===== config.mk =====
export PLATFORM = sky130hd
export DESIGN_NAME = call_ret_queue
export DESIGN_NICKNAME = d
export VERILOG_FILES = /design/src/rtl/call_ret_queue.sv
export SDC_FILE = /design/constraint.sdc
export NUM_CORES = 1
export LEC_CHECK = 0
export CAP_MARGIN = 20
export CORE_MARGIN = 2
export CORE_UTILIZATION = 50
export CTS_BUF_LIST = sky130_fd_sc_hd__clkbuf_8
export DETAILED_ROUTE_END_ITERATION = 7
export PLACE_DENSITY = 0.74
export REMOVE_ABC_BUFFERS = 1
export SLEW_MARGIN = 5
export SYNTH_ARGS = -nofsm -noshare
export SYNTH_HDL_FRONTEND = slang
export SYNTH_SLANG_ARGS = --single-unit

===== constraint.sdc =====
create_clock -name clock -period 3.9 [get_ports clock]
set_input_delay 0.78 -clock clock [delete_from_list [all_inputs] [get_ports clock]]
set_output_delay 0.78 -clock clock [all_outputs]
set_load 0.005 [all_outputs]

===== src/rtl/call_ret_queue.sv =====
// rtl/call_ret_queue.sv - in-order call/return tracking queue driving RAS push/pop strobes at retirement
// Optional retire-PC checker and sticky crq_err output: define CRQ_CHECK_EN.
module call_ret_queue #(
  parameter int CRQ_SIZE = 8
) (
  input  logic                          clock,
  input  logic                          reset,
  input  logic                          if_valid,
  input  logic                          if_is_call,
  input  logic                          if_is_ret,
  input  logic [31:0]                   if_pc,
  output logic                          if_ready,
  input  logic                          rt_valid,
  input  logic [31:0]                   rt_pc,
  input  logic                          squash,
  output logic                          ras_write_en,
  output logic                          ras_clear_en,
  output logic [31:0]                   ras_pc,
`ifdef CRQ_CHECK_EN
  output logic                          crq_err,
`endif
  output logic [$clog2(CRQ_SIZE):0]     count
);

  localparam int PW = $clog2(CRQ_SIZE);
  localparam int CW = PW + 1;

  logic [31:0]   pc_q   [CRQ_SIZE];
  logic          call_q [CRQ_SIZE];
  logic          ret_q  [CRQ_SIZE];
  logic [PW-1:0] head_q, head_d, tail_q, tail_d;
  logic [CW-1:0] count_q, count_d;
  logic          ras_write_en_q, ras_clear_en_q;
  logic [31:0]   ras_pc_q;
  logic          do_enq, do_ret;

  // Ready looks only at registered occupancy, so a full queue stalls even during a retire.
  assign if_ready = (count_q != CW'(CRQ_SIZE));
  assign count    = count_q;
  assign do_ret   = rt_valid && (count_q != '0);
  assign do_enq   = if_valid && if_ready && (if_is_call || if_is_ret) && !squash;

  always_comb begin
    head_d  = head_q;
    tail_d  = tail_q;
    count_d = count_q;
    if (squash) begin
      head_d  = '0;
      tail_d  = '0;
      count_d = '0;
    end else begin
      if (do_enq) tail_d = tail_q + PW'(1);
      if (do_ret) head_d = head_q + PW'(1);
      case ({do_enq, do_ret})
        2'b10:   count_d = count_q + CW'(1);
        2'b01:   count_d = count_q - CW'(1);
        default: count_d = count_q;
      endcase
    end
  end

  always_ff @(posedge clock) begin
    if (!reset) begin
      for (int i = 0; i < CRQ_SIZE; i++) begin
        pc_q[i]   <= '0;
        call_q[i] <= 1'b0;
        ret_q[i]  <= 1'b0;
      end
    end else if (do_enq) begin
      pc_q[tail_q]   <= if_pc;
      call_q[tail_q] <= if_is_call;
      ret_q[tail_q]  <= if_is_ret;
    end
  end

  // A retire coinciding with squash is older than the flush, so its strobes still go out.
  always_ff @(posedge clock) begin
    if (!reset) begin
      head_q         <= '0;
      tail_q         <= '0;
      count_q        <= '0;
      ras_write_en_q <= 1'b0;
      ras_clear_en_q <= 1'b0;
      ras_pc_q       <= '0;
    end else begin
      head_q         <= head_d;
      tail_q         <= tail_d;
      count_q        <= count_d;
      ras_write_en_q <= do_ret && call_q[head_q];
      ras_clear_en_q <= do_ret && ret_q[head_q];
      if (do_ret && call_q[head_q]) ras_pc_q <= pc_q[head_q];
    end
  end

  assign ras_write_en = ras_write_en_q;
  assign ras_clear_en = ras_clear_en_q;
  assign ras_pc       = ras_pc_q;

`ifdef CRQ_CHECK_EN
  logic crq_err_q;

  always_ff @(posedge clock) begin
    if (!reset) begin
      crq_err_q <= 1'b0;
    end else if ((do_ret && (rt_pc != pc_q[head_q])) || (rt_valid && (count_q == '0))) begin
      crq_err_q <= 1'b1;
    end
  end

  assign crq_err = crq_err_q;
`else
  logic unused_rt_pc;
  assign unused_rt_pc = ^rt_pc;
`endif

endmodule


After elaboration in Yosys (flattened, before gate mapping)

Memory sizes are Yosys's and may differ from the RTL's. A register that Yosys moved wholly into a read port is not among the register bits.
Index checks and enable logic that the tools add are counted.

Mux-type cells: 18
Equality and inequality tests: 3
Bitwise logic cells: 1
Reduce and logical (&&, ||, !) cells: 15
$add $sub $neg: 4

Operators with widths:

| cell                  | number |
|---|---|
| $mux W32              | 1 |
| $reduce_or A32 Y1     | 1 |
| $mux W3               | 7 |
| $mux W1               | 9 |
| $pmux W4 S2           | 1 |
| $add A3 B1 Y3 const B | 2 |
| $logic_and A1 B1 Y1   | 6 |
| $add A4 B1 Y4 const B | 1 |
| $ne A4 B4 Y1 const B  | 1 |
| $reduce_bool A4 Y1    | 1 |
| $sub A4 B1 Y4 const B | 1 |
| $eq A2 B1 Y1 const B  | 1 |
| $eq A2 B2 Y1 const B  | 1 |
| $logic_not A1 Y1      | 2 |
| $reduce_bool A2 Y1    | 1 |
| $reduce_or A1 Y1      | 2 |
| $reduce_or A2 Y1      | 1 |
| $logic_or A1 B1 Y1    | 1 |
| $not A1 Y1            | 1 |

Output and inout port bits: 39
Memory bits (writable): 272
Register bits: 12
Input bits: 71
Logic and storage cells: 49
Memories: 3

Memory list:

| name   | words | bits a word | rd ports | clocked after memory_dff | wr ports | line | RTL |
|---|---|---|---|---|---|---|---|
| pc_q   | 8     | 32          | 1        | 1                        | 8        | 28   | `logic [31:0] pc_q [CRQ_SIZE];` |
| call_q | 8     | 1           | 1        | 1                        | 8        | 29   | `logic call_q [CRQ_SIZE];` |
| ret_q  | 8     | 1           | 1        | 1                        | 8        | 30   | `logic ret_q [CRQ_SIZE];` |

Logic depth before layout (Yosys ltp)

Gate-level depths: netlist of run 1.

Depth after elaboration: 9
Gate-level depth with buffers: 12
Mapped depth without buffers: 10

Worst setup path before layout of run 1

Ideal clock, no wire load.

Path type: input to register
Start: input if_valid
End: memory pc_q[1][0], enable pin
Path slack: 0.879 ns
Data arrival time: 2.627 ns
Cell stages on the path: 6
Path buffers: 1
Setup time: 0.394 ns
Data required time: 3.506 ns
Cell sequence: nor2b_1 and3_1 buf_6 inv_6 nor4_4 nand2b_1

RTL lines:

| what        | line | RTL |
|---|---|---|
| from (decl) | 8    | `input logic if_valid,` |
| to (decl)   | 28   |  |

Worst setup path after layout of run 1

Start: input if_valid
End: register count_q[2] (netlist: count[2])

Cells in the longest elaborated chain, start to end: 5
Elaborated cells between the ends (all ways): 7
Classes of those cells: eq/ne (2); mux (1); reduce/logical (4)

RTL lines:

| what                                              | line | RTL |
|---|---|---|
| $logic_and A1 B1 Y1 * (3 in a row)                | 41   | `assign do_enq = if_valid && if_ready && (if_is_call \|\| if_is_ret) && !squash;` |
| $eq A2 B1 Y1 or $eq A2 B2 Y1 (tied branches)      | 54   | `case ({do_enq, do_ret})` |
| $pmux W4 S2 or $reduce_bool A2 Y1 (tied branches) | -    |  |
| to (signal assigned)                              | 88   | `count_q <= count_d;` |
| to (decl)                                         | 32   | `logic [CW-1:0] count_q, count_d;` |

Mark *: on every way between the ends. The rest lies on a longest branch, timed or not.
A chain may end at the register's enable or synchronous reset.

==> results of run 1 <==
[per-stage QoR]
step / worst slack [ns] / utilization, %
floorplan: -0.0749 / -
global placement: 0.367 / 55.2
detailed placement: 0.334 / 55.2
CTS: 0.935 / 58.7
global route: 0.727 / 58.7
finish: 0.911 / 58.7
[area by class of cell]
cell class,instances,area (um^2)
clock buffers,52,716
clock inverters,39,248
fillers,2164,11500
inverters,6,27.5
multi-input cells,564,4880
flip-flops and latches,319,8950
well taps,378,473
repair buffers,103,1040
[flip-flops by register name, indices dropped and copies added, names as in the netlist, named ones only]
signal,flops
head_q,3
ras_clear_en,1
pc_q,256
ras_write_en,1
tail_q,3
count,4
ras_pc,32
call_q,8
ret_q,8
[how the worst max path moves through the flow]
| stage | startpoint | to | slack [ns] |
|---|---|---|---|
| floorplan | head_q[0] | ras_pc[17] | -0.07 |
| global placement | if_valid | count[2] | 0.37 |
| detailed placement | if_valid | count[2] | 0.33 |
| CTS | if_valid | count[2] | 0.94 |
| global route | if_valid | count[2] | 0.73 |
| finish | if_valid | count[2] | 0.91 |
[cells by family after synthesis]
logic type / Yosys count / synth area share [%]
AOI/OAI and AO/OA: 42 / 1.63
xor gates and xnor gates: 6 / 0.370
adders and majority gates: 4 / 0.352
buffers and inverters: 77 / 2.82
DFF: 319 / 63.0
muxes: 123 / 14.9
and+or+nand+nor: 389 / 16.9
[worst reg2reg max path, delay by kind of cell (launching register included)]
family          cells  cell delay (ns)
simple gates        3             1.36
fa+ha+maj           2             0.50
flops               1             0.38
compound gates      2             0.33
xor+xnor            1             0.11
buf+inv             1             0.08
[cell usage in the layout, fill, tap and decap left out, types with 2 or more instances in the layout]
master / synthesis / routed
edfxtp_1: 256 / 256
and3_1: 4 / 4
clkinv_2: 0 / 6
nand2_1: 57 / 57
nor4_4: 4 / 4
inv_1: 5 / 23
xnor2_1: 3 / 3
dfxtp_1: 63 / 60
nor3b_1: 2 / 2
bufinv_16: 0 / 3
o21ai_1: 30 / 30
nor2_1: 11 / 11
buf_4: 0 / 21
mux2i_1: 19 / 19
o21ai_0: 2 / 2
and2_1: 235 / 235
mux2_2: 37 / 37
a21oi_1: 4 / 4
dfxtp_2: 0 / 2
clkinvlp_4: 0 / 2
clkbuf_8: 0 / 52
nand2b_2: 0 / 8
and2_4: 22 / 22
nand4_1: 34 / 34
mux4_2: 67 / 67
clkinv_1: 0 / 9
nor3_4: 0 / 2
clkdlybuf4s50_1: 0 / 76
nand2b_1: 10 / 2
ha_1: 4 / 4
buf_12: 0 / 6
xor2_1: 3 / 3
[metal layers]
metal	vias to the layer above	wire length [um]	global-route usage (%)
li1	3695	-	-
met1	4017	13300	28.6
met2	275	14700	34.4
met3	50	2040	3.91
met4	2	564	6.48
met5	-	16	0
[report_power, final]
part | leakage (nW) | total (mW) | switching (mW) | internal [mW]
clock | 0.556 | 2.73 | 1.29 | 1.44
sequential | 3.15 | 3.80 | 0.0314 | 3.77
combinational | 2.11 | 0.327 | 0.190 | 0.137
==> impl_metrics.toml, run 1 <==
[sta]
setup_violations = 0
worstMarginPinSlew_ns = 1.13
slew_headroom_pct = 24.4
finalMaxSlewViolations = 0
hold_slack_ns = 0.444
min_period_over_period_pct = 76.7
max_freq_ghz = 0.335
rsz0062_at_grt = "false"
tns_ns = 0
post-route-min-period_ns = 2.99
hold_viol = 0
skew_ns = 0.0150

[route]
antenna_left = 0
viasPerCell = 5.50
vias = 8039
routedWlPerCell_um = 20.9
drt_iter0_markers = 630
drt_pass1_iterations = 5
wirelength_um = 30600
drc = 0

[synth]
ys_seq_area_share_pct = 63.0
synth_edf_count = 256
yosysMostFrequentCell = "edfxtp_1"
synth_area_per_cell_um2 = 14.8
synth_cell_types = 41
synth.area.top_cells = "edfxtp_1 (54%), mux4_2 (11%), and2_1 (10%)"
yosys-top-cells-count = "edfxtp_1 (256), and2_1 (235), mux4_2 (67), dfxtp_1 (63), nand2_1 (57)"
synth_flop_cell = "edfxtp_1"
yosysTopAreaCell = "edfxtp_1"
async_reset_ff_share_pct = 0
synth_area_mm2 = 0.0142
netlist.area_leader.share_pct = 54.1
synth_cells = 960
synth_seq_cells = 319
yosys_warnings = 0

[hold_path]
hold_depth = 2
min_path_type = "reg2reg"
hold_end = "ras_pc[11]"
min_from = "ras_pc[11]"

[clocking]
postCtsSetupRepairBufs = 0
cts_buffer_depth = 3
cts_tree = "built"
h-tree-depth = 2
numCtsBuffers = 50
cts_resized = 0
hold_buffers = 0
path_clk_slew_ns = 0.06
clk_latency_ns = 0.57
cts.sinks = 319
cts_root_buf = "clkbuf_8"

[layout]
fin_nets = 1119
finalNonFillerCells = 1461
drive_gt1_share_pct = 22.1
stdcell_area_mm2 = 0.0163
area_growth_pct = 15.1
num_antenna_cells = 0

[critical_path]
path_cells = "clkdlybuf4s50_1, nor2b_1, and3_1, inv_6, ha_1, xor2_1, ha_1, or4bb_1, a31o_2, a21oi_1"
worstRegToRegCells = 9
cp-end-kind = "register"
cpMaxStageDelayCell = "or4bb_1"
rr_endpoint = "count[2]"
cpPeakStageDelay_ns = 0.50
r2r-start = "count[2]"
cp.arrival_ns = 3.49
startpoint_type = "input port"
crit_cells = 10
cpMostUsedCell = "ha_1"
crit_type = "in2reg"
worstPathRequired_ns = 4.40
path_delay_family = "simple AND/OR/NAND/NOR gates"
r2r_slack_ns = 1.06
crit_buf_inv = 2
critical_path_peak_fanout = 8

[floorplanning]
die_area_mm2 = 0.0298
rows = 61
die_h_um = 173
core_mm2 = 0.0279
start_util_pct = 51.0
die_w_um = 173
num_io_pins = 110

[place]
port_buffers = 77
dp_hpwl_um = 16600
place_area_mm2 = 0.0154
finalWeightedCongestion = 0.713
placed_cells = 1370

[global_route]
grt_max_degree = 55
overflow = 0
antenna_found_initial = 1
grt_usage_pct = 21.0
first_global_vias = 8394
grt_first_pass_wirelength_um = 47600

[run]
drv_cap = 0

[power_and_ir_drop]
power_density_mw_per_mm2 = 420
ir_drop_mv = 0.202
p_total_mw = 6.86
leakage_nw = 5.82

[run_status]
status = "complete, no violations"
No activity file was read; power rests on OpenSTA's default activity.
==> run 2, diff against run 1 <==
--- a/config.mk
+++ b/config.mk
@@ -10,7 +10,7 @@
 export CORE_UTILIZATION = 50
 export CTS_BUF_LIST = sky130_fd_sc_hd__clkbuf_8
 export DETAILED_ROUTE_END_ITERATION = 7
-export PLACE_DENSITY = 0.74
+export PLACE_DENSITY = 0.77
 export REMOVE_ABC_BUFFERS = 1
 export SLEW_MARGIN = 5
 export SYNTH_ARGS = -nofsm -noshare
==> constraint.sdc (replaced) <==
create_clock -name clock -period 2.6 [get_ports clock]
set_input_delay 0.52 -clock clock [delete_from_list [all_inputs] [get_ports clock]]
set_output_delay 0.52 -clock clock [all_outputs]
set_load 0.005 [all_outputs]
==> run 2 against run 1 <==
Effect of this change: utilization is 1.6 points higher; sequential share of layout area fell by 1.4 points; global-route usage increased by 0.67 points; cell count rose by 2.9%; setup slack got worse by 0.88 ns; clock skew down 0.0032 ns; largest power group unchanged.
==> impl_metrics.toml, run 2 (same netlist as run 1, synthesis figures left out) <==
[run_status]
status = "complete, no violations"

[power_and_ir_drop]
internal-power_mw = 7.96
p_total_mw = 10.2
switching_power_mw = 2.26
leakage_nw = 6.11
power_frac_comb_pct = 5.3
power_density_mw_per_mm2 = 609
power_frac_seq_pct = 55.7
ir_drop_mv = 0.390
swShare_pct = 22.1
clockPowerShare_pct = 39.0

[layout]
finalNonFillerCells = 1503
fillers = 2133
fin_nets = 1158
area_growth_pct = 18.2
num_antenna_cells = 0
final_common_cell = "edfxtp_1"
largest_reg_flops = 256
layout_common_cells = "edfxtp_1 (256), and2_1 (235), clkdlybuf4s50_1 (76), mux4_2 (67), clkbuf_8 (59)"
largest-register = "pc_q"
drive_gt1_share_pct = 25.2

[global_route]
first_global_vias = 8629
grt_first_pass_wirelength_um = 49500
overflow = 0
grt_max_degree = 57
antenna_found_initial = 2
grt_usage_pct = 21.6

[place]
placed_cells = 1408
finalWeightedCongestion = 0.759
dp_hpwl_um = 18700
port_buffers = 77

[sta]
worstMarginPinSlew_ns = 0.604
min_period_over_period_pct = 98.9
post-route-min-period_ns = 2.57
skew_ns = 0.0118
hold_viol = 0
finalMaxSlewViolations = 0
setup_violations = 0
max_freq_ghz = 0.389
slew_headroom_pct = 59.8

[clocking]
cts.sinks = 319
h-tree-depth = 2
cts_buffer_depth = 3
cts_root_buf = "clkbuf_8"
clk_latency_ns = 0.58
cts_tree = "built"
numCtsBuffers = 51
hold_buffers = 0
path_clk_slew_ns = 0.06

[route]
drc = 0
viasPerCell = 5.49
routedWlPerCell_um = 21.0
wirelength_um = 31600
drt_iter0_markers = 687
antenna_left = 0
drt_pass1_iterations = 7
vias = 8254

[run]
drv_cap = 0

[floorplanning]
num_io_pins = 110
rows = 61
die_w_um = 173
die_area_mm2 = 0.0298
core_mm2 = 0.0279
die_h_um = 173
start_util_pct = 51.0

[critical_path]
critical_path_peak_fanout = 4
cp-end-kind = "register"
startpoint_type = "register"
crit_type = "reg2reg"
cp.arrival_ns = 3.06
worstPathRequired_ns = 3.09

[hold_path]
min_path_type = "in2reg"
-- run 2: what timing repair did --
action                                  CTS  global route
gates resized for setup                   1             5
hold endpoints to repair                  0             0
buffers inserted                          0             0
endpoints found under the setup margin    1             2
-- run 2: cell type report --
cell class / count / area (um^2) / area share (%)
clock buffers: 59 / 812 / 4.84
flip-flops and latches: 319 / 8960 / 53.4
clock inverters: 36 / 149 / 0.887
well taps: 378 / 473 / 2.82
inverters: 6 / 27.5 / 0.164
repair buffers: 141 / 1460 / 8.71
multi-input cells: 564 / 4900 / 29.2
-- run 2: critical path, cell delays in order, from the launching register on --
cell	delay, ns
dfxtp_2	0.34
or4b_4	0.53
and3_2	0.23
inv_6	0.06
ha_2	0.20
xor2_1	0.08
ha_1	0.19
or4bb_1	0.50
a31o_2	0.22
a21oi_1	0.15
-- run 2: metrics by stage --
step | worst slack [ns] | area [um^2] | utilization (%) | hold slack [ns] | setup TNS [ns]
floorplan | -1.37 | 13800 | - | 0.438 | -201.00
global placement | -0.318 | 15800 | 56.7 | 0.435 | -3.47
detailed placement | -0.348 | 15800 | 56.7 | 0.440 | -6.52
CTS | 0.00983 | 16800 | 60.2 | 0.263 | 0
global route | -0.0302 | 16800 | 60.2 | 0.300 | -0.0325
finish | 0.0280 | 16800 | 60.2 | 0.298 | 0
-- run 2: path summary, 6_finish.rpt --
kind	depth (start not counted)	startpoint	slack, ns	endpoint
min reg2reg	2	ras_pc[20]	0.44	ras_pc[20]
max reg2reg	9	count[2]	0.03	count[2]
min	3	reset	0.30	ras_pc[6]
max	9	count[2]	0.03	count[2]
-- run 2: routing by layer --
metal  vias up  global-route usage [%]  part of all wire [%]
met5         -                       0                 0.073
met3        55                    4.49                   7.3
met2       263                    36.0                    50
li1       3776                       -                     -
met1      4156                    29.0                    41
met4         4                    6.13                   2.0
-- run 2: power by group through the flow --
stage | logic, mW | clock network (mW) | registers, mW
final | 0.547 | 3.98 | 5.70
after global routing | 0.587 | 4.29 | 5.71
after CTS | 0.548 | 4.07 | 5.70
after detailed placement | 0.546 | 0 | 5.80
after global placement | 0.538 | 0 | 5.79
after floorplan | 0.230 | 0 | 5.80
==> run 3, diff against run 2 <==
--- a/config.mk
+++ b/config.mk
@@ -12,7 +12,7 @@
 export DETAILED_ROUTE_END_ITERATION = 7
 export PLACE_DENSITY = 0.77
 export REMOVE_ABC_BUFFERS = 1
-export SLEW_MARGIN = 5
+export SLEW_MARGIN = 20
 export SYNTH_ARGS = -nofsm -noshare
 export SYNTH_HDL_FRONTEND = slang
 export SYNTH_SLANG_ARGS = --single-unit
==> results of run 3 <==
The final DEF is identical to that of run 2; final timing and power are the same.
